==> src/rtl/rf_wb_arbiter_pkg.sv <==
// rf_wb_arbiter_pkg: shared widths, writeback source indices and request type
package rf_wb_arbiter_pkg;
    localparam int RF_AW = 5;
    localparam int RF_DW = 32;
    localparam int SRC_ALU = 0;
    localparam int SRC_MEM = 1;
    typedef struct packed {
        logic [RF_AW-1:0] addr;
        logic [RF_DW-1:0] data;
    } wb_req_t;
endpackage

==> src/rtl/wb_slot.sv <==
// wb_slot: one-entry writeback holding register with valid/ready front end
module wb_slot
    import rf_wb_arbiter_pkg::*;
#(
    parameter int AW = RF_AW,
    parameter int DW = RF_DW
) (
    input  logic          clk,
    input  logic          rst_n,
    input  logic          load,
    input  logic          clear,
    input  logic [AW-1:0] in_addr,
    input  logic [DW-1:0] in_data,
    output logic          full,
    output logic          ready,
    output logic [AW-1:0] addr,
    output logic [DW-1:0] data
);
    assign ready = rst_n & (~full | clear);
    // capture on transfer, drop the entry once it has been granted
    always_ff @(posedge clk or negedge rst_n) begin
        if (!rst_n) begin
            full <= 1'b0;
            addr <= '0;
            data <= '0;
        end else if (load) begin
            full <= 1'b1;
            addr <= in_addr;
            data <= in_data;
        end else if (clear) begin
            full <= 1'b0;
        end
    end
endmodule

==> src/rtl/rf_wb_arbiter.sv <==
// rf_wb_arbiter: oldest-first sharing of the register-file write port between ALU and load results
module rf_wb_arbiter
    import rf_wb_arbiter_pkg::*;
#(
    parameter int AW = RF_AW,
    parameter int DW = RF_DW,
    parameter bit DROP_ZERO = 1'b1
) (
    input  logic            clk,
    input  logic            rst_n,
    input  logic            s0_valid,
    output logic            s0_ready,
    input  logic [AW-1:0]   s0_addr,
    input  logic [DW-1:0]   s0_data,
    input  logic            s1_valid,
    output logic            s1_ready,
    input  logic [AW-1:0]   s1_addr,
    input  logic [DW-1:0]   s1_data,
    output logic            wr_en,
    output logic [AW-1:0]   wr_addr,
    output logic [DW-1:0]   wr_data,
    output logic [2**AW-1:0] pending,
    output logic            idle
);
    logic [1:0]    full, grant, load;
    logic [AW-1:0] sa [2];
    logic [DW-1:0] sd [2];
    logic [AW-1:0] g_addr;
    logic [DW-1:0] g_data;
    logic          old1, keep0, keep1;

    assign load[SRC_ALU] = s0_valid & s0_ready;
    assign load[SRC_MEM] = s1_valid & s1_ready;

    wb_slot #(.AW(AW), .DW(DW)) u_slot_alu (
        .clk(clk), .rst_n(rst_n), .load(load[SRC_ALU]), .clear(grant[SRC_ALU]),
        .in_addr(s0_addr), .in_data(s0_data), .full(full[SRC_ALU]), .ready(s0_ready),
        .addr(sa[SRC_ALU]), .data(sd[SRC_ALU])
    );

    wb_slot #(.AW(AW), .DW(DW)) u_slot_mem (
        .clk(clk), .rst_n(rst_n), .load(load[SRC_MEM]), .clear(grant[SRC_MEM]),
        .in_addr(s1_addr), .in_data(s1_data), .full(full[SRC_MEM]), .ready(s1_ready),
        .addr(sa[SRC_MEM]), .data(sd[SRC_MEM])
    );

    // grant the only full slot, or the older one when both hold a write
    always_comb begin
        grant[SRC_ALU] = full[SRC_ALU] & (~full[SRC_MEM] | ~old1);
        grant[SRC_MEM] = full[SRC_MEM] & (~full[SRC_ALU] | old1);
    end

    assign keep0  = full[SRC_ALU] & ~grant[SRC_ALU];
    assign keep1  = full[SRC_MEM] & ~grant[SRC_MEM];
    assign g_addr = grant[SRC_MEM] ? sa[SRC_MEM] : sa[SRC_ALU];
    assign g_data = grant[SRC_MEM] ? sd[SRC_MEM] : sd[SRC_ALU];

    // a slot that stays full is older than any fresh arrival; simultaneous arrivals favour the load
    always_ff @(posedge clk or negedge rst_n) begin
        if (!rst_n) old1 <= 1'b0;
        else        old1 <= keep0 ? (keep1 & old1) : 1'b1;
    end

    // registered write port; address-0 writes spend the grant with the enable low
    always_ff @(posedge clk or negedge rst_n) begin
        if (!rst_n) begin
            wr_en   <= 1'b0;
            wr_addr <= '0;
            wr_data <= '0;
        end else begin
            wr_en <= (|grant) && !(DROP_ZERO && g_addr == '0);
            if (|grant) begin
                wr_addr <= g_addr;
                wr_data <= g_data;
            end
        end
    end

    // registers with a write still in flight, for the hazard logic
    always_comb begin
        pending = '0;
        if (full[SRC_ALU]) pending[sa[SRC_ALU]] = 1'b1;
        if (full[SRC_MEM]) pending[sa[SRC_MEM]] = 1'b1;
        if (wr_en) pending[wr_addr] = 1'b1;
        if (DROP_ZERO) pending[0] = 1'b0;
    end

    assign idle = ~|full & ~wr_en;
endmodule

==> config.mk <==
export PLATFORM = sky130hd
export DESIGN_NAME = rf_wb_arbiter
export DESIGN_NICKNAME = d
export VERILOG_FILES = /design/src/rtl/rf_wb_arbiter_pkg.sv /design/src/rtl/wb_slot.sv /design/src/rtl/rf_wb_arbiter.sv
export SDC_FILE = /design/constraint.sdc
export NUM_CORES = 1
export LEC_CHECK = 0
export BUFFER_PORTS_ARGS = -buffer_cell sky130_fd_sc_hd__clkbuf_2
export CORE_ASPECT_RATIO = 0.7
export CORE_MARGIN = 3
export CORE_UTILIZATION = 55
export DETAILED_ROUTE_END_ITERATION = 6
export PLACE_DENSITY = 0.78
export RECOVER_POWER = 25
export SYNTH_ARGS = -nofsm -noshare
export SYNTH_HDL_FRONTEND = slang
export SYNTH_HIERARCHICAL = 1
export SYNTH_SLANG_ARGS = --single-unit
==> constraint.sdc <==
create_clock -name clk -period 4.65 [get_ports clk]
set_input_delay 0.2325 -clock clk [delete_from_list [all_inputs] [get_ports clk]]
set_output_delay 0.2325 -clock clk [all_outputs]
set_load 0.02 [all_outputs]
==> key figures <==
Worst setup path
  – R2R Path Start: u_slot_alu/full
  – CP max stage cell: clkbuf_1
  – Critical Path AT: between 3 and 4 ns
  – CP Cell Sequence: dlygate4sd3_1 -> clkbuf_1 -> and2_1 -> and2_2 -> mux2_2
  – CP Class: input port to register
  – Slowest stage delay, CP: around 1.3 ns
  – Worst reg-to-reg path cell count: 5
  – CP required: 4.94 ns
  – CP startpoint kind: input port
  – Worst R2R Setup Slack: between 1.5 and 2 ns
  – R2R Path End: u_slot_alu/addr[0]
  – Crit path max fanout: 38
  – CP Capture Type: register

Route
  – WL final: 14.8 mm
  – DR pass1 iterations: 5
  – Antenna-violating nets left: 0
  – DRC: 0
  – DR iter-0 viols: between 400 and 500
  – DR vias/cell: 5.71
  – Vias: about 4600
  – DR WL/cell: 18.5 um

Placement
  – PortBufs: 149
  – Final HPWL DP: 9.66 mm
  – Post-DP Area: roughly 6600 sq um
  – Placer congestion estimate: about 0.82
  – Pre-CTS setup slack: 1.55 ns
  – Placed cells: between 700 and 800

Final layout
  – Layout Cells excl Fill: approximately 800
  – Layout cell share with drive strength beyond 1: between 40 and 50%
  – Design area: 7200 sq um
  – Synth-to-layout area growth: 21.8%
  – Final core occ: between 60% and 70%
  – Number of diodes: 0
  – Final #Nets: 734

CTS
  – Root buf cell: clkbuf_16
  – CTS tree: built
  – CTS Buf Count: 17
  – Post-CTS setup buffers: 0
  – Max clock buf depth: 2
  – Cts-stage hold buffer count: 1
  – H-tree Lvls: 4
  – Clk slew on worst S/H paths: 0.06 ns
  – Post-cts resize count: 0
  – Sinks on Clock Net: roughly 120
  – Clk Latency, worst-skew pair: 0.41 ns

Power
  – PD cells: 790 nW/um^2
  – Lkg Pwr: 3.49 nW
  – Worst vdd ir: 421 uV
  – Tot Pwr: about 5.7 mW

STA
  – Setup TNS: 0 ns
  – RSZ-0062 raised after global routing: false
  – Max-slew headroom: -17.7%
  – Worst-margin pin slew: 1.77 ns
  – Clock skew: slightly below 0.009 ns
  – Setup violations, final: 0
  – Hold violation count in the final report: 0
  – Fin Hold WS: around 0.051 ns
  – Setup ws final: between 1 and 1.5 ns
  – Pins over their slew limit: 34
  – Fin crit share: 74.1%
  – Tmin final: 3.45 ns
  – Max frequency: just under 300 MHz

Synth
  – Post-Syn Instances: 521
  – Mux share of post-synthesis cell area: 23.4%
  – Synth Flop Type: dfrtp_1
  – FFs w/ async S/R, synth: 100%
  – Simple-gate share of the synthesized area: 10.3%
  – Adder-cell share of the synthesized area: 0%
  – Main combinational cell family by area after synthesis: multiplexers
  – Synth Warn #: 6
  – Compound-gate portion of the synthesized area: a little under an eighth
  – Number of synthesized register bits: 115
  – XOR/XNOR share of the synthesized area: 0%
  – Synthesized area per cell: 11.4 sq um
  – Post-synthesis sequential area ratio: 48.6%
  – Post-synth EDFFs: 0
  – Mapped Nets: 599
  – Cell area after synthesis: 5920 sq um
  – Distinct cells, synth: 29

Global routing
  – Total track usage: 25.3%
  – GR Overflow Total: 0
  – Antenna violations before repair: 0
  – Largest net degree at the start of global routing: 52
  – First-pass GRT wire length: 23.5 mm
  – Vias in the first global route: 4702

Min path
  – WHS Endpoint: u_slot_mem/data[3]
  – Worst Hold Class: input port to register
  – Hold Startpoint: s1_data[3]
  – Cells on Worst Hold Path: 2

Floorplanning
  – Cell Rows: 31
  – IO Pins: 151
  – DIE WIDTH: between 100 and 150 um
  – Core box area: 10400 sq um
  – Height of the die: 92.8 um
  – Initial Util: about 57%
  – Total die area: 12100 sq um

Run status
  – Status: complete, but fails checks
  – Failing checks: max-capacitance violations, max-slew violations

Flow run
  – Max-cap violation count: 1
-- critical path, delay by kind of cell --
| kind | cells | cell delay, ns |
|---|---|---|
| buffers and inverters | 2 | 1.81 |
| AND/OR/NAND/NOR | 2 | 1.25 |
| multiplexers | 1 | 0.43 |
-- worst max-delay path by stage --
stage	slack (ns)	from	end	depth (start not counted)
4_1_cts	1.52	u_slot_alu/full	u_slot_alu/data[9]	5
3_5_place_dp	1.55	u_slot_alu/full	u_slot_alu/data[0]	5
3_3_place_gp	1.60	u_slot_alu/full	u_slot_alu/data[10]	5
5_1_grt	0.86	rst_n	u_slot_mem/addr[3]	5
2_1_floorplan	2.37	u_slot_alu/full	u_slot_mem/data[12]	10
6_report	1.20	rst_n	u_slot_mem/data[2]	5
-- routing by layer --
layer | vias up | routed length (um) | track usage, %
met5 | - | 0 | 0
met4 | 0 | 117 | 7.01
met3 | 17 | 1280 | 7.78
met2 | 223 | 6820 | 38.7
met1 | 2209 | 6610 | 35.2
li1 | 2122 | - | -
-- state kept, by name, indices dropped and copies added (netlist names), 5 cells and up --
name / count
u_slot_mem/data: 32
u_slot_alu/data: 32
u_slot_mem/addr: 5
u_slot_alu/addr: 5
wr_data: 32
wr_addr: 5
-- where the power goes --
| group | internal (mW) | switching (mW) |
|---|---|---|
| Combinational | 1.10 | 1.19 |
| Sequential | 1.52 | 0.593 |
| Clock | 0.807 | 0.484 |
| Total | 3.42 | 2.27 |
-- synthesized netlist by cell type (3+ instances only) --
library cell / instances / area share, %
and3b_1: 15 / 2.2
inv_1: 38 / 2.4
nor3b_1: 10 / 1.3
and2_1: 5 / 0.53
and3_1: 6 / 0.63
dfrtp_1: 115 / 49
buf_6: 6 / 1.1
clkbuf_1: 12 / 0.76
o22ai_1: 36 / 3.8
nand2b_1: 5 / 0.53
a21oi_1: 37 / 3.1
nand2_1: 61 / 3.9
mux2_2: 72 / 14
buf_2: 16 / 1.4
mux2_4: 38 / 9.6
buf_4: 3 / 0.38
a22oi_1: 30 / 3.8
-- placed cells by master (no fill, tap or decap), drive strengths merged --
master and n:
dfrtp 115, nor3b 12, dlygate4sd3 1, a21oi 37, buf 4, nor2 2
a22oi 30, conb 1, bufinv 2, a32oi 1, and2 5, clkinvlp 3
mux2 110, nor3 4, clkinv 5, inv 42, a21boi 1, nand2 61
nand3 1, a222oi 2, and3b 15, clkbuf 167, a221o 1, and3 6
nand2b 5, o22ai 36
-- area by class of cell --
| class | instances | area, sq um |
|---|---|---|
| Fill cell | 798 | 3190 |
| Timing Repair Buffer | 154 | 744 |
| Inverter | 38 | 143 |
| Sequential cell | 115 | 2880 |
| Multi-Input combinational cell | 330 | 2680 |
| Tap cell | 132 | 165 |
| Clock inverter | 14 | 150 |
| Clock buffer | 18 | 439 |
-- cells by family (layout without fill, tap and decap cells) --
| logic type | Yosys count | after routing |
|---|---|---|
| AND/OR/NAND/NOR | 111 | 111 |
| flip-flops | 115 | 115 |
| AO/OA/AOI/OAI | 108 | 108 |
| buffers and inverters | 76 | 224 |
| multiplexers | 110 | 110 |
| other | 1 | 1 |
Note: power is estimated with default switching activity, not from simulation.
